==> src/rtl/i2cs_mbox_pkg.sv <==
// Shared constants for the I2C slave mailbox controller: register maps of the
// I2C and host ports, status / irq-enable bit positions and a count helper.
package i2cs_mbox_pkg;

  // I2C register map (8-bit addresses)
  localparam logic [7:0] I2C_I2H_PUSH = 8'h10;
  localparam logic [7:0] I2C_I2H_FREE = 8'h11;
  localparam logic [7:0] I2C_H2I_HEAD = 8'h20;
  localparam logic [7:0] I2C_H2I_CNT  = 8'h21;
  localparam logic [7:0] I2C_STATUS   = 8'h30;

  // Host register map (3-bit word index); 0..3 are the scratch registers
  localparam logic [2:0] HOST_PUSH_H2I = 3'd4;
  localparam logic [2:0] HOST_POP_I2H  = 3'd5;
  localparam logic [2:0] HOST_COUNTS   = 3'd6;
  localparam logic [2:0] HOST_IRQ_EN   = 3'd7;

  // Status register bit positions
  localparam int ST_H2I_NEMPTY = 0;
  localparam int ST_I2H_FULL   = 1;
  localparam int ST_I2H_OVF    = 2;
  localparam int ST_H2I_UDF    = 3;

  // irq_en register bit positions
  localparam int IRQ_EN_WM     = 0;
  localparam int IRQ_EN_STICKY = 1;
  localparam int IRQ_EN_FLUSH  = 2;

  // Value returned when reading the head of an empty FIFO
  localparam logic [7:0] EMPTY_READ = 8'hFF;

  // Clamp a FIFO count into a 4-bit field
  function automatic logic [3:0] sat_nibble(input logic [31:0] cnt);
    if (cnt > 32'd15) begin
      return 4'hF;
    end else begin
      return cnt[3:0];
    end
  endfunction

endpackage

==> src/rtl/i2cs_sync_fifo.sv <==
// Byte-wide synchronous FIFO with flush. A pop on a full FIFO frees the slot
// used by a push in the same cycle; pushes to a full FIFO without a pop and
// pops from an empty FIFO are ignored. Flush takes priority over both.
module i2cs_sync_fifo #(
  parameter int DEPTH = 8
) (
  input  logic                     clk,
  input  logic                     rst,
  input  logic                     push,
  input  logic                     pop,
  input  logic                     flush,
  input  logic [7:0]               wdata,
  output logic [7:0]               head,
  output logic [$clog2(DEPTH):0]   count,
  output logic                     full,
  output logic                     empty
);

  localparam int AW = $clog2(DEPTH);
  localparam int CW = AW + 1;

  logic [7:0]    mem_r [DEPTH];
  logic [AW-1:0] wr_ptr_r;
  logic [AW-1:0] rd_ptr_r;
  logic [CW-1:0] count_r;
  logic          pop_ok_s;
  logic          push_ok_s;

  assign empty     = (count_r == CW'(0));
  assign full      = (count_r == CW'(DEPTH));
  assign pop_ok_s  = pop & ~empty;
  assign push_ok_s = push & (~full | pop_ok_s);
  assign head      = mem_r[rd_ptr_r];
  assign count     = count_r;

  // Pointer and occupancy bookkeeping; pointers wrap naturally at DEPTH
  always_ff @(posedge clk or posedge rst) begin
    if (rst) begin
      wr_ptr_r <= '0;
      rd_ptr_r <= '0;
      count_r  <= '0;
    end else if (flush) begin
      wr_ptr_r <= '0;
      rd_ptr_r <= '0;
      count_r  <= '0;
    end else begin
      if (push_ok_s) wr_ptr_r <= wr_ptr_r + AW'(1);
      if (pop_ok_s)  rd_ptr_r <= rd_ptr_r + AW'(1);
      count_r <= count_r + CW'(push_ok_s) - CW'(pop_ok_s);
    end
  end

  // Data storage; contents are only meaningful between the pointers
  always_ff @(posedge clk) begin
    if (push_ok_s & ~flush) mem_r[wr_ptr_r] <= wdata;
  end

endmodule

==> src/rtl/i2cs_mailbox_ctrl.sv <==
// Shared register space of the I2C slave: four scratch registers reachable
// from both the I2C and host ports, an I2C->host and a host->I2C byte mailbox,
// sticky error flags and the two interrupt outputs.
module i2cs_mailbox_ctrl #(
  parameter int FIFO_DEPTH = 8,
  parameter int WATERMARK  = 4
) (
  input  logic       clk,
  input  logic       rst,
  input  logic [7:0] i2c_addr_i,
  input  logic [7:0] i2c_wdata_i,
  input  logic       i2c_wren_i,
  output logic [7:0] i2c_rdata_o,
  input  logic       i2c_rdone_i,
  input  logic       host_req_i,
  input  logic       host_we_i,
  input  logic [2:0] host_addr_i,
  input  logic [7:0] host_wdata_i,
  output logic [7:0] host_rdata_o,
  output logic       host_ready_o,
  output logic       host_irq_o,
  output logic       i2c_irq_o
);

  import i2cs_mbox_pkg::*;

  localparam int CW = $clog2(FIFO_DEPTH) + 1;

  logic [7:0]    scratch_r [4];
  logic          i2h_ovf_r, h2i_udf_r, en_wm_r, en_sticky_r;
  logic          stall_r, host_irq_r, i2c_irq_r;
  logic [7:0]    host_rdata_r;

  logic          i2h_push_s, i2h_pop_s, i2h_full_s, i2h_empty_s;
  logic          h2i_push_s, h2i_pop_s, h2i_full_s, h2i_empty_s;
  logic [7:0]    i2h_head_s, h2i_head_s;
  logic [CW-1:0] i2h_cnt_s, h2i_cnt_s;
  logic [31:0]   i2h_cnt_ext_s, h2i_cnt_ext_s;
  logic          flush_s;

  logic          i2c_scr_wr_s, host_scr_sel_s, conflict_s;
  logic          host_acc_s, host_wr_s, host_rd_s, irq_en_wr_s, status_wr_s;
  logic          ovf_set_s, udf_set_s, ovf_clr_s, udf_clr_s;
  logic [7:0]    status_s, i2c_rdata_s, host_rd_mux_s;

  // Access decode. A host access to the scratch index the I2C side writes in
  // the same cycle is held off once so the I2C write lands before it.
  assign i2c_scr_wr_s   = i2c_wren_i & (i2c_addr_i[7:2] == 6'h00);
  assign host_scr_sel_s = ~host_addr_i[2];
  assign conflict_s     = host_req_i & host_scr_sel_s & i2c_scr_wr_s &
                          (i2c_addr_i[1:0] == host_addr_i[1:0]) & ~stall_r;
  assign host_acc_s     = host_req_i & ~conflict_s;
  assign host_wr_s      = host_acc_s & host_we_i;
  assign host_rd_s      = host_acc_s & ~host_we_i;
  assign irq_en_wr_s    = host_wr_s & (host_addr_i == HOST_IRQ_EN);
  assign status_wr_s    = i2c_wren_i & (i2c_addr_i == I2C_STATUS);

  assign i2h_push_s = i2c_wren_i & (i2c_addr_i == I2C_I2H_PUSH);
  assign i2h_pop_s  = host_rd_s & (host_addr_i == HOST_POP_I2H);
  assign h2i_push_s = host_wr_s & (host_addr_i == HOST_PUSH_H2I);
  assign h2i_pop_s  = i2c_rdone_i & (i2c_addr_i == I2C_H2I_HEAD);
  assign flush_s    = irq_en_wr_s & host_wdata_i[IRQ_EN_FLUSH];

  // A full FIFO accepts a push only when the host pops in the same cycle
  assign ovf_set_s = i2h_push_s & i2h_full_s & ~i2h_pop_s;
  assign udf_set_s = h2i_pop_s & h2i_empty_s;
  assign ovf_clr_s = status_wr_s & i2c_wdata_i[ST_I2H_OVF];
  assign udf_clr_s = status_wr_s & i2c_wdata_i[ST_H2I_UDF];

  assign i2h_cnt_ext_s = 32'(i2h_cnt_s);
  assign h2i_cnt_ext_s = 32'(h2i_cnt_s);

  i2cs_sync_fifo #(.DEPTH(FIFO_DEPTH)) u_i2h_fifo (
    .clk(clk), .rst(rst), .push(i2h_push_s), .pop(i2h_pop_s), .flush(flush_s),
    .wdata(i2c_wdata_i), .head(i2h_head_s), .count(i2h_cnt_s),
    .full(i2h_full_s), .empty(i2h_empty_s)
  );

  i2cs_sync_fifo #(.DEPTH(FIFO_DEPTH)) u_h2i_fifo (
    .clk(clk), .rst(rst), .push(h2i_push_s), .pop(h2i_pop_s), .flush(flush_s),
    .wdata(host_wdata_i), .head(h2i_head_s), .count(h2i_cnt_s),
    .full(h2i_full_s), .empty(h2i_empty_s)
  );

  // Status byte as seen by the I2C master
  always_comb begin
    status_s                = 8'h00;
    status_s[ST_H2I_NEMPTY] = ~h2i_empty_s;
    status_s[ST_I2H_FULL]   = i2h_full_s;
    status_s[ST_I2H_OVF]    = i2h_ovf_r;
    status_s[ST_H2I_UDF]    = h2i_udf_r;
  end

  // I2C read mux, combinational from the latched I2C address
  always_comb begin
    i2c_rdata_s = 8'h00;
    case (i2c_addr_i)
      8'h00, 8'h01, 8'h02, 8'h03: i2c_rdata_s = scratch_r[i2c_addr_i[1:0]];
      I2C_I2H_FREE:  i2c_rdata_s = 8'(FIFO_DEPTH) - 8'(i2h_cnt_s);
      I2C_H2I_HEAD:  i2c_rdata_s = h2i_empty_s ? EMPTY_READ : h2i_head_s;
      I2C_H2I_CNT:   i2c_rdata_s = 8'(h2i_cnt_s);
      I2C_STATUS:    i2c_rdata_s = status_s;
      default:       i2c_rdata_s = 8'h00;
    endcase
  end

  // Host read mux; the flush bit always reads back as zero
  always_comb begin
    host_rd_mux_s = 8'h00;
    case (host_addr_i)
      3'd0, 3'd1, 3'd2, 3'd3: host_rd_mux_s = scratch_r[host_addr_i[1:0]];
      HOST_POP_I2H:  host_rd_mux_s = i2h_empty_s ? EMPTY_READ : i2h_head_s;
      HOST_COUNTS:   host_rd_mux_s = {sat_nibble(i2h_cnt_ext_s), sat_nibble(h2i_cnt_ext_s)};
      HOST_IRQ_EN:   host_rd_mux_s = {6'b000000, en_sticky_r, en_wm_r};
      default:       host_rd_mux_s = 8'h00;
    endcase
  end

  // Scratch registers: the I2C write is applied first so a host write to the same index wins
  always_ff @(posedge clk or posedge rst) begin
    if (rst) begin
      for (int i = 0; i < 4; i++) scratch_r[i] <= 8'h00;
    end else begin
      if (i2c_scr_wr_s) scratch_r[i2c_addr_i[1:0]] <= i2c_wdata_i;
      if (host_wr_s & host_scr_sel_s) scratch_r[host_addr_i[1:0]] <= host_wdata_i;
    end
  end

  // Sticky flags (set wins over a simultaneous W1C), irq enables and the one-shot stall
  always_ff @(posedge clk or posedge rst) begin
    if (rst) begin
      i2h_ovf_r   <= 1'b0;
      h2i_udf_r   <= 1'b0;
      en_wm_r     <= 1'b0;
      en_sticky_r <= 1'b0;
      stall_r     <= 1'b0;
    end else begin
      i2h_ovf_r <= ovf_set_s | (i2h_ovf_r & ~ovf_clr_s);
      h2i_udf_r <= udf_set_s | (h2i_udf_r & ~udf_clr_s);
      stall_r   <= conflict_s;
      if (irq_en_wr_s) begin
        en_wm_r     <= host_wdata_i[IRQ_EN_WM];
        en_sticky_r <= host_wdata_i[IRQ_EN_STICKY];
      end
    end
  end

  // Registered host read data (captured at the edge closing the ready cycle) and interrupts
  always_ff @(posedge clk or posedge rst) begin
    if (rst) begin
      host_rdata_r <= 8'h00;
      host_irq_r   <= 1'b0;
      i2c_irq_r    <= 1'b0;
    end else begin
      if (host_rd_s) host_rdata_r <= host_rd_mux_s;
      host_irq_r <= (en_wm_r & (i2h_cnt_ext_s >= 32'(WATERMARK))) |
                    (en_sticky_r & (i2h_ovf_r | h2i_udf_r));
      i2c_irq_r  <= ~h2i_empty_s;
    end
  end

  assign i2c_rdata_o  = i2c_rdata_s;
  assign host_rdata_o = host_rdata_r;
  assign host_ready_o = host_acc_s;
  assign host_irq_o   = host_irq_r;
  assign i2c_irq_o    = i2c_irq_r;

endmodule

==> config.mk <==
export PLATFORM = sky130hd
export DESIGN_NAME = i2cs_mailbox_ctrl
export DESIGN_NICKNAME = d
export VERILOG_FILES = /design/src/rtl/i2cs_mbox_pkg.sv /design/src/rtl/i2cs_sync_fifo.sv /design/src/rtl/i2cs_mailbox_ctrl.sv
export SDC_FILE = /design/constraint.sdc
export NUM_CORES = 1
export LEC_CHECK = 0
export BUFFER_PORTS_ARGS = -buffer_cell sky130_fd_sc_hd__clkbuf_2
export CAP_MARGIN = 0
export CORE_UTILIZATION = 40
export DETAILED_ROUTE_END_ITERATION = 12
export GPL_TIMING_DRIVEN = 0
export REMOVE_ABC_BUFFERS = 1
export SETUP_SLACK_MARGIN = 0.05
export SYNTH_ARGS = -nofsm -noshare
export SYNTH_HDL_FRONTEND = slang
export SYNTH_HIERARCHICAL = 1
export SYNTH_SLANG_ARGS = --single-unit
==> constraint.sdc <==
create_clock -name clk -period 5.57 [get_ports clk]
set_clock_uncertainty 0.05 [all_clocks]
set_input_delay 0.2785 -clock clk [delete_from_list [all_inputs] [get_ports clk]]
set_output_delay 0.2785 -clock clk [all_outputs]
set_load 0.01 [all_outputs]
# Yosys cells after proc, flatten, opt, wreduce, memory -nomap -nowiden
# Memory sizes are Yosys's and may differ from the RTL's.
# Cells that the tools add are included.
[word_totals]
ff_bits = 67
ramBits = 128
inputBits = 33
output_inout_bits = 19
elab_cells = 152
memories = 2
[op_classes]
addsub = 9
n_lt_le_gt_ge = 7
n_eq_ne = 18
n_mux = 34
bitwise = 51
n_reduce_logical = 13
[memory_table]
columns = ["memory", "words", "width", "rd", "rd_ports_with_merged_regs", "write_ports", "line", "source"]
rows = [
  ["u_h2i_fifo.mem_r", 8, 8, 1, 0, 1, "i2cs_sync_fifo.sv:22", "logic [7:0] mem_r [DEPTH];"],
  ["u_i2h_fifo.mem_r", 8, 8, 1, 0, 1, "i2cs_sync_fifo.sv:22", ""],
]
[op_table]
columns = ["operator", "count"]
rows = [
  ["bitwise mux 32 bit", 2],
  ["two-way mux 32 bit", 2],
  ["two-way mux 8 bit", 8],
  ["one-hot mux 8 bit (5 select lines)", 1],
  ["binary-select mux 8 bit (select 2 bit)", 2],
  ["demux 8 bit (select 2 bit)", 2],
  ["one-hot mux 8 bit (4 select lines)", 1],
  ["bitwise AND 1 bit", 31],
  ["== test 8 x 6 -> 1 bit (second input constant)", 3],
  ["two-way mux 3 bit", 8],
  ["== test 8 x 2 -> 1 bit (second input constant)", 2],
  ["== test 8 x 5 -> 1 bit (second input constant)", 2],
  ["two-way mux 4 bit", 4],
  ["adder 3 x 1 -> 3 bit (second input constant)", 4],
  ["== test 3 bit (second input constant)", 4],
  ["inverter 1 bit", 12],
  ["adder 4 x 1 -> 4 bit", 2],
  ["== test 4 bit (second input constant)", 2],
  ["== test 8 x 1 -> 1 bit (second input constant)", 1],
  ["> comparator 4 bit (second input constant)", 2],
  ["zero test 4 bit", 2],
  ["zero test 8 bit", 1],
  ["nonzero test 2 bit", 4],
  ["OR reduction 4 bit", 2],
  ["14 further kinds", 28],
]

# Depth between registers and ports, before layout
# Gate-level depths: netlist of the first run.
[logic_depth]
ltp_word = 15
mapped_depth = 10
mapped_depth_nobuf = 9

# Hierarchy
# Netlist of the first run, hierarchy kept.
[by_module_without_submodules]
columns = ["mod", "n_inst", "cells_each", "area_each_um2", "seq_area_each_um2"]
rows = [
  ["i2cs_sync_fifo", 2, 180, 3169.3, 2172.1],
  ["i2cs_mailbox_ctrl", 1, 286, 3315.7, 1176.1],
]

# Worst setup path after synthesis of the first run
# Ideal clock, no wire load.
[synth_path]
path_type = "input port to flip-flop"
from = "in i2c_addr_i[3]"
to = "mem u_h2i_fifo.mem_r[0][0], enable pin"
setup_time_ps = 395
arrival_time_ps = 2778
required_time_ps = 5125
setup_slack_ps = 2347
stages = 7
n_path_buf = 1
cell_sequence = "nor3b_1 and2_1 clkbuf_1 and3_1 nor2b_1 nor2_1 nor4_1"
[synth_via]
elab_cells_between_ends = 20
cone_classes = "eq/ne: 1; mux: 2; bitwise: 16; reduce/logical: 1"
[synth_lines]
columns = ["item", "line", "source"]
rows = [
  ["start: declaration", "i2cs_mailbox_ctrl.sv:10", "input logic [7:0] i2c_addr_i,"],
  ["== test 8 x 6 -> 1 bit", "i2cs_mailbox_ctrl.sv:61", "assign h2i_pop_s = i2c_rdone_i & (i2c_addr_i == I2C_H2I_HEAD);"],
  ["bitwise AND 1 bit", "i2cs_mailbox_ctrl.sv:61", ""],
  ["via h2i_pop_s", "i2cs_mailbox_ctrl.sv:35", "logic h2i_push_s, h2i_pop_s, h2i_full_s, h2i_empty_s;"],
  ["bitwise AND 1 bit", "i2cs_sync_fifo.sv:31", "assign pop_ok_s = pop & ~empty;"],
  ["bitwise OR 1 bit", "i2cs_sync_fifo.sv:32", "assign push_ok_s = push & (~full | pop_ok_s);"],
  ["bitwise AND 1 bit", "i2cs_sync_fifo.sv:32", ""],
  ["bitwise AND 1 bit", "i2cs_sync_fifo.sv:55", "if (push_ok_s & ~flush) mem_r[wr_ptr_r] <= wdata;"],
  ["two-way mux 1 bit", "i2cs_sync_fifo.sv:55", ""],
  ["two-way mux 1 bit (not written as such)", "i2cs_sync_fifo.sv:55", ""],
  ["end: declaration", "i2cs_sync_fifo.sv:22", ""],
]
# The timed path passes the listed nets, and every way through them passes these cells.

# Worst setup path after layout of the first run
[layout_path]
from = "reg u_h2i_fifo.rd_ptr_r[1]"
to = "out i2c_rdata_o[1]"
[layout_via]
elab_chain_len = 3
[layout_lines]
columns = ["item", "line", "source"]
rows = [
  ["start: declaration", "i2cs_sync_fifo.sv:24", "logic [AW-1:0] rd_ptr_r;"],
  ["start signal: assignment", "i2cs_sync_fifo.sv:48", "if (pop_ok_s) rd_ptr_r <= rd_ptr_r + AW'(1);"],
  ["memory (8 x 8 bit)", "n/a", ""],
  ["via h2i_head_s[1]", "i2cs_mailbox_ctrl.sv:36", "logic [7:0] i2h_head_s, h2i_head_s;"],
  ["two-way mux 8 bit", "i2cs_mailbox_ctrl.sv:100", "I2C_H2I_HEAD: i2c_rdata_s = h2i_empty_s ? EMPTY_READ : h2i_head_s;"],
  ["one-hot mux 8 bit (5 select lines)", "i2cs_mailbox_ctrl.sv:97", "case (i2c_addr_i)"],
  ["end: declaration", "i2cs_mailbox_ctrl.sv:13", "output logic [7:0] i2c_rdata_o,"],
]
# The timed path passes the listed nets, and every way through them passes these cells.

==> results of run 1 <==
-- power by group --
group | switching, µW | total (µW) | internal [µW]
Clock | 597 | 1200 | 604
Sequential | 238 | 1930 | 1690
Combinational | 422 | 943 | 521
-- sequential cells by signal, summed over array words and instances (netlist names) --
register	count
scratch_r	32
u_h2i_fifo/wr_ptr_r	3
u_h2i_fifo/mem_r	64
u_h2i_fifo/count	4
host_irq_o	1
en_sticky_r	1
u_i2h_fifo/count	4
u_i2h_fifo/mem_r	64
host_rdata_o	8
en_wm_r	1
i2c_irq_o	1
i2h_ovf_r	1
u_h2i_fifo/rd_ptr_r	3
stall_r	1
u_i2h_fifo/wr_ptr_r	3
u_i2h_fifo/rd_ptr_r	3
h2i_udf_r	1
-- through the flow --
step           setup slack (ps)  total power (µW)
4_1_cts                    1830              4100
3_3_place_gp               1280              2830
2_1_floorplan              2450              2580
5_1_grt                    1670              4290
3_5_place_dp               1450              2900
6_report                   1920              4080
-- Yosys cell counts (3+ instances only) --
library cell,number,share of area (%)
sky130_fd_sc_hd__a211o_1,3,0.27
sky130_fd_sc_hd__and3_1,4,0.26
sky130_fd_sc_hd__nor2_1,26,1.0
sky130_fd_sc_hd__buf_6,4,0.47
sky130_fd_sc_hd__buf_2,9,0.47
sky130_fd_sc_hd__dfrtp_1,67,17
sky130_fd_sc_hd__inv_1,20,0.78
sky130_fd_sc_hd__xnor2_1,3,0.27
sky130_fd_sc_hd__nand2b_1,16,1.0
sky130_fd_sc_hd__nor3b_1,8,0.62
sky130_fd_sc_hd__a32oi_1,3,0.27
sky130_fd_sc_hd__nand4_1,5,0.32
sky130_fd_sc_hd__edfxtp_1,128,40
sky130_fd_sc_hd__o21ai_0,7,0.36
sky130_fd_sc_hd__nor3_1,16,0.83
sky130_fd_sc_hd__ha_1,15,1.9
sky130_fd_sc_hd__nor4b_1,3,0.27
sky130_fd_sc_hd__nand2_1,24,0.93
sky130_fd_sc_hd__a21oi_1,8,0.41
sky130_fd_sc_hd__mux2i_1,7,0.73
sky130_fd_sc_hd__or3_1,4,0.26
sky130_fd_sc_hd__nand4b_1,4,0.36
sky130_fd_sc_hd__and2_1,3,0.19
sky130_fd_sc_hd__nor4_1,4,0.26
sky130_fd_sc_hd__clkbuf_1,19,0.74
sky130_fd_sc_hd__buf_1,3,0.12
sky130_fd_sc_hd__xor2_1,3,0.27
sky130_fd_sc_hd__o2bb2ai_1,6,0.54
sky130_fd_sc_hd__nand3_1,15,0.78
sky130_fd_sc_hd__o211ai_1,9,0.70
sky130_fd_sc_hd__mux4_2,47,11
sky130_fd_sc_hd__a21oi_2,5,0.45
sky130_fd_sc_hd__mux2_2,98,11
sky130_fd_sc_hd__nor2b_1,17,1.1
-- logic make-up after synthesis --
kind of cell	after synthesis	share of synthesized area, %
simple gates	162	9.62
compound gates	59	4.61
flops	195	57.2
fa+ha+maj	17	2.36
mux	152	23.1
buf+inv	55	2.57
xor+xnor	6	0.544
-- how the worst max path moves through the flow --
stage,from,end,cells after the start
floorplan,i2c_addr_i[3],u_h2i_fifo/mem_r[0][0]$_DFFE_PP_,6
global placement,i2c_addr_i[3],u_h2i_fifo/mem_r[0][4]$_DFFE_PP_,7
detailed placement,i2c_addr_i[3],u_h2i_fifo/mem_r[5][7]$_DFFE_PP_,7
CTS,u_h2i_fifo/rd_ptr_r[1]$_DFFE_PP0P_,i2c_rdata_o[1],6
global route,u_h2i_fifo/rd_ptr_r[1]$_DFFE_PP0P_,i2c_rdata_o[1],6
finish,u_h2i_fifo/rd_ptr_r[1]$_DFFE_PP0P_,i2c_rdata_o[1],6
-- area by class of cell --
type / count / area (µm²) / area share [%]
inverters: 20 / 75.1 / 0.690
clock buffers: 18 / 429 / 3.95
flip-flops and latches: 195 / 5520 / 50.8
well taps: 319 / 399 / 3.67
clock inverters: 14 / 168 / 1.54
repair buffers: 59 / 330 / 3.04
multi-input cells: 396 / 3950 / 36.3
-- critical path, cell delays in order (launching register included) --
cell,delay [ps]
sky130_fd_sc_hd__dfrtp_1,1060
sky130_fd_sc_hd__mux4_2,620
sky130_fd_sc_hd__mux2_2,280
sky130_fd_sc_hd__or2_2,280
sky130_fd_sc_hd__a221oi_1,330
sky130_fd_sc_hd__o22ai_1,170
sky130_fd_sc_hd__clkbuf_2,160
-- metal layers --
metal  vias to the layer above  global-route usage [%]  wire, µm
li1                       2603                       -         -
met2                       163                    29.1     10300
met3                        13                    3.28      1200
met5                         -                       0         0
met4                         0                    5.13       212
met1                      2973                    26.5      9940
==> results.sh, run 1 <==
export IMPL_outcome="complete, no violations"
export IMPL_nNetsFinal=739
export IMPL_routabilityCongestion=0.839
export IMPL_htree_levels=4
export IMPL_worstPathRequired_ps=5240
export IMPL_worstSkewPairLatency_ps=430
export IMPL_r2r_slack_ps=2120
export IMPL_routedWlPerCell_um=21.2
export IMPL_worst_hold_end="h2i_udf_r$_DFF_PP0_"
export IMPL_ctsResizeCount=0
export IMPL_worstHoldPathType="in2reg"
export IMPL_post_layout_nonfiller_instances=1021
export IMPL_worst_path_max_fanout=18
export IMPL_r2r_end="u_i2h_fifo/count[2]$_DFF_PP0_"
export IMPL_root_buffer="sky130_fd_sc_hd__clkbuf_16"
export IMPL_finalSetupViolCount=0
export IMPL_clock_tree_buffer_depth=2
export IMPL_timing_hold_violations_final=0
export IMPL_max_slew_worst_pin_slew_ps=1310
export IMPL_synth_edff_count=128
export IMPL_vias_per_cell=5.63
export IMPL_power_static_leakage_uw=0.00389
export IMPL_vdd_drop_max_v=0.000161
export IMPL_floorplan_die_width_um=157
export IMPL_floorplan_initialDensity_pct=41.0
export IMPL_cts_tree="built"
export IMPL_placeableCoreArea_um2=23500
export IMPL_rsz0062_at_grt="no"
export IMPL_hold_ws_ps=137
export IMPL_drt_drc_violations_left=0
export IMPL_finalSetupTns_ps=0
export IMPL_synthesis_area_um2=9650
export IMPL_cts_inserted_buffers=17
export IMPL_antennaDiodeCount=0
export IMPL_grt_first_pass_wirelength_mm=33.7
export IMPL_finalWorstPathRequiredPeriod_ps=3650
export IMPL_cts_repair_timing_setup_buffer_count=0
export IMPL_largest_net_degree_at_the_start_of_global_routing=43
export IMPL_layout_drive_gt1_share_pct=36.8
export IMPL_grt_ovfl_total=0
export IMPL_hold_buffers=1
export IMPL_synthesis_area_per_instance_um2=14.9
export IMPL_die_area_um2=24800
export IMPL_final_max_slew_viol_count=0
export IMPL_critical_path_startpoint_type="flip-flop"
export IMPL_clock_sinks=195
export IMPL_post_placement_cell_area_um2=10200
export IMPL_ys_seq_area_share_pct=57.2
export IMPL_max_cap_violations=0
export IMPL_detail_route_wirelength_mm=21.7
export IMPL_first_global_vias=5923
export IMPL_number_of_cells_on_the_worst_hold_path=3
export IMPL_highest_clock_rate_mhz=274
export IMPL_placement_rows=56
export IMPL_most_frequent_cells_in_the_layout="sky130_fd_sc_hd__edfxtp_1 (128), sky130_fd_sc_hd__mux2_2 (98), sky130_fd_sc_hd__dfrtp_1 (67)"
export IMPL_drtPass1Iterations=5
export IMPL_worst_min_path_start="i2c_wren_i"
export IMPL_timing_reg2reg_worst_path_depth=9
export IMPL_most_used_dff_post_synth="sky130_fd_sc_hd__edfxtp_1"
export IMPL_crit_end_category="output port"
export IMPL_grt_util_all_layers_pct=18.6
export IMPL_yosysWarnings=6
export IMPL_first_iter_violations=442
export IMPL_placed_cells_incl_taps=986
export IMPL_layout_cell_area_non_filler_um2=10900
export IMPL_post_route_period_util_pct=65.6
export IMPL_synthDistinctLibCells=55
export IMPL_antenna_found_initial=0
export IMPL_floorplan_die_height_um=157
export IMPL_n_fill_cell=2085
export IMPL_setup_worst_path_class="reg2out"
export IMPL_detail_route_antenna_nets=0
export IMPL_worst_r2r_start="u_i2h_fifo/count[2]$_DFF_PP0_"
export IMPL_dpl_hpwl_mm=15.4
export IMPL_asyncSetResetFlopFracSynth_pct=34.4
export IMPL_num_vias=5752
export IMPL_cts_clk_slew_worst_paths_ps=70
export IMPL_place_port_buffers=51
export IMPL_post_synth_inst_count=646
export IMPL_syn2layout_area_growth_pct=12.6
export IMPL_pwr_density_cell_nw_per_um2=375
export IMPL_slew_headroom_pct=11.8
export IMPL_ys_ff_latch=195
export IMPL_io_pins=52
export IMPL_finish_utilization_pct=46.2
export IMPL_most_common_cell_after_layout_fill_and_taps_aside="sky130_fd_sc_hd__edfxtp_1"
export IMPL_cp_data_arrival_time_ps=3330
(Power assumes the default switching activity.)
==> run 2: changes to the inputs <==
==> constraint.sdc (replaced) <==
create_clock -name clk -period 3.3 [get_ports clk]
set_clock_uncertainty 0.05 [all_clocks]
set_input_delay 0.165 -clock clk [delete_from_list [all_inputs] [get_ports clk]]
set_output_delay 0.165 -clock clk [all_outputs]
set_load 0.01 [all_outputs]
==> run 2 against run 1 <==
  * Routed wire length rose by 0.12%
  * Non-clock buffer count did not move
  * Power rose by 70%
  * Sequential power rose by 70%
  * First-iteration DRC count fell by 6.1%
  * Worst hold slack got worse by 100 ps
  * Utilization rose by 0.21 points
  * Clock power rose by 68%
  * Global-route usage barely moved
  * Critical path depth rose by 1
  * Final cell count did not move
  * Die area did not move
  * Largest power group unchanged
==> results.sh, run 2 (synthesized netlist as in run 1, its figures left out) <==
export IMPL_io_pins=52
export IMPL_cpPeakStageDelay_ps=770
export IMPL_detail_route_antenna_nets=0
export IMPL_wirelength_met1_mm=10.2
export IMPL_post_route_worst_setup_slack_ps=171
export IMPL_crit_end_category="flip-flop"
export IMPL_routedWlPerCell_um=21.2
export IMPL_floorplan_initialDensity_pct=41.0
export IMPL_grt_ovfl_total=0
export IMPL_finish_utilization_pct=46.4
export IMPL_critical_path_startpoint_type="primary input"
export IMPL_power_switching_share_pct=31.0
export IMPL_clockPowerShare_pct=29.3
export IMPL_post_placement_cell_area_um2=10200
export IMPL_die_area_um2=24800
export IMPL_floorplan_die_width_um=157
export IMPL_drtPass1Iterations=5
export IMPL_slew_headroom_pct=15.9
export IMPL_timing_reg2reg_worst_path_depth=9
export IMPL_place_worst_setup_slack_ps=-704
export IMPL_r2r_end="u_i2h_fifo/count[2]$_DFF_PP0_"
export IMPL_finalSetupTns_ps=0
export IMPL_power_static_leakage_uw=0.00390
export IMPL_routabilityCongestion=0.839
export IMPL_max_cap_violations=0
export IMPL_largest_net_degree_at_the_start_of_global_routing=43
export IMPL_dpl_hpwl_mm=15.4
export IMPL_ordered_list_of_cells_on_the_worst_path="clkbuf_2 > nor2_1 > and2_1 > and3_1 > nor2b_1 > o21ai_0 > nor3_2"
export IMPL_root_buffer="sky130_fd_sc_hd__clkbuf_16"
export IMPL_nNetsFinal=739
export IMPL_final_max_slew_viol_count=0
export IMPL_antennaDiodeCount=0
export IMPL_cts_tree="built"
export IMPL_syn2layout_area_growth_pct=13.1
export IMPL_timing_critical_path_max_delay_family="simple AND/OR/NAND/NOR gates"
export IMPL_r2r_slack_ps=340
export IMPL_power_uw=6910
export IMPL_num_vias=5749
export IMPL_critical_path_buf_inv_count=1
export IMPL_clock_tree_buffer_depth=2
export IMPL_startpoint="i2c_addr_i[0]"
export IMPL_route_met2_wl_mm=10.4
export IMPL_floorplan_die_height_um=157
export IMPL_cts_inserted_buffers=17
export IMPL_outcome="complete, no violations"
export IMPL_vdd_drop_max_v=0.000271
export IMPL_crit_end="u_h2i_fifo/mem_r[5][3]$_DFFE_PP_"
export IMPL_cp_data_arrival_time_ps=3140
export IMPL_worst_r2r_start="u_i2h_fifo/count[2]$_DFF_PP0_"
export IMPL_grt_util_all_layers_pct=18.6
export IMPL_layout_drive_gt1_share_pct=37.7
export IMPL_setup_worst_path_class="in2reg"
export IMPL_crit_path_top_delay_cell="sky130_fd_sc_hd__nor3_2"
export IMPL_worst_path_max_fanout=13
export IMPL_largestRegisters="u_h2i_fifo/mem_r (64), u_i2h_fifo/mem_r (64), scratch_r (32)"
export IMPL_vias_per_cell=5.63
export IMPL_cts_clk_slew_worst_paths_ps=70
export IMPL_placeableCoreArea_um2=23500
export IMPL_max_slew_worst_pin_slew_ps=1260
export IMPL_first_iter_violations=415
export IMPL_power_sequential_fraction_pct=47.4
export IMPL_dr_wl_met3_um=950
export IMPL_grt_first_pass_wirelength_mm=33.8
export IMPL_placement_rows=56
export IMPL_most_frequent_cells_in_the_layout="sky130_fd_sc_hd__edfxtp_1 (128), sky130_fd_sc_hd__mux2_2 (98), sky130_fd_sc_hd__dfrtp_1 (65)"
export IMPL_post_route_period_util_pct=94.8
export IMPL_cts_repair_timing_setup_buffer_count=0
export IMPL_internal_power_uw=4770
export IMPL_switchingPower_uw=2150
export IMPL_antenna_found_initial=0
export IMPL_htree_levels=4
export IMPL_dr_top_layer="met4"
export IMPL_worstHoldPathType="in2reg"
export IMPL_worstPathRequired_ps=3310
export IMPL_first_global_vias=5927
export IMPL_worst_path_stages=7
export IMPL_worstSkewPairLatency_ps=430
export IMPL_highest_clock_rate_mhz=320
export IMPL_clock_sinks=195
export IMPL_layout_cell_area_non_filler_um2=10900
export IMPL_finalWorstPathRequiredPeriod_ps=3130
export IMPL_power_combinational_fraction_pct=23.3
export IMPL_drt_drc_violations_left=0
export IMPL_pwr_density_cell_nw_per_um2=633
export IMPL_rsz0062_at_grt="yes"
export IMPL_place_port_buffers=51
export IMPL_detail_route_wirelength_mm=21.7
export IMPL_finalSetupViolCount=0
export IMPL_timing_hold_violations_final=0
export IMPL_most_common_cell_after_layout_fill_and_taps_aside="sky130_fd_sc_hd__edfxtp_1"
run 2: changes by cell type in the layout (fill, tap and decap cells not counted), moves of 2 or more:
cell	change
sky130_fd_sc_hd__nor3_1	-4
sky130_fd_sc_hd__nor3b_1	-2
sky130_fd_sc_hd__dfrtp_1	-2
sky130_fd_sc_hd__nor3_2	+3
run 2: worst register-to-register path: cells and delay by family, from the launching register on:
kind	cells	cell delay, ps
adder cells (fa/ha/maj)	3	860
multiplexers	1	180
XOR/XNOR	1	160
flip-flops	1	490
AND/OR/NAND/NOR	3	900
buffers and inverters	1	160
run 2: cell type report:
class                           instances  area (µm²)
Inverter                               20        75.1
Tap cell                              319         399
Timing Repair Buffer                   59         333
Clock buffer                           18         429
Sequential cell                       195        5530
Fill cell                            2083       12600
Clock inverter                         14         168
Multi-Input combinational cell        396        3990
run 2: metal layers:
| layer | vias up | track usage (%) |
|---|---|---|
| met5 | - | 0 |
| met4 | 0 | 5.13 |
| met3 | 12 | 3.28 |
| met2 | 142 | 29.2 |
| met1 | 2987 | 26.6 |
| li1 | 2608 | - |
run 2: worst min path at each step:
stage,from,end,slack (ps),cells past startpoint
after floorplan,rst,u_h2i_fifo/count[0]$_DFF_PP0_,-40,1
after global placement,rst,u_h2i_fifo/count[2]$_DFF_PP0_,150,2
after detailed placement,rst,i2c_irq_o$_DFF_PP0_,50,2
after CTS,host_wdata_i[3],u_h2i_fifo/mem_r[7][3]$_DFFE_PP_,20,1
after global routing,i2c_wdata_i[5],u_i2h_fifo/mem_r[0][5]$_DFFE_PP_,40,1
final,host_wdata_i[3],u_h2i_fifo/mem_r[0][3]$_DFFE_PP_,30,1
run 2: through the flow:
stage,std cells,hold slack (ps)
3_5_place_dp,986,47.8
3_3_place_gp,981,147
2_1_floorplan,611,-44.8
5_1_grt,1021,41.4
6_report,1021,33.1
4_1_cts,1020,21.4
run 2: timing repair:
| action | CTS | global route |
|---|---|---|
| cloned | 0 | 0 |
| hold buffers | 2 | 0 |
| endpoints found under the hold margin | 68 | 0 |
| setup endpoints to repair | 102 | 75 |
| resized for setup | 10 | 6 |
run 2: power by group through the flow:
stage | clock, µW | sequential, µW | combinational (µW)
6_report | 2020 | 3280 | 1610
4_1_cts | 2070 | 3270 | 1600
2_1_floorplan | 0 | 3170 | 1180
5_1_grt | 2160 | 3330 | 1780
3_5_place_dp | 0 | 3310 | 1580
3_3_place_gp | 0 | 3280 | 1500
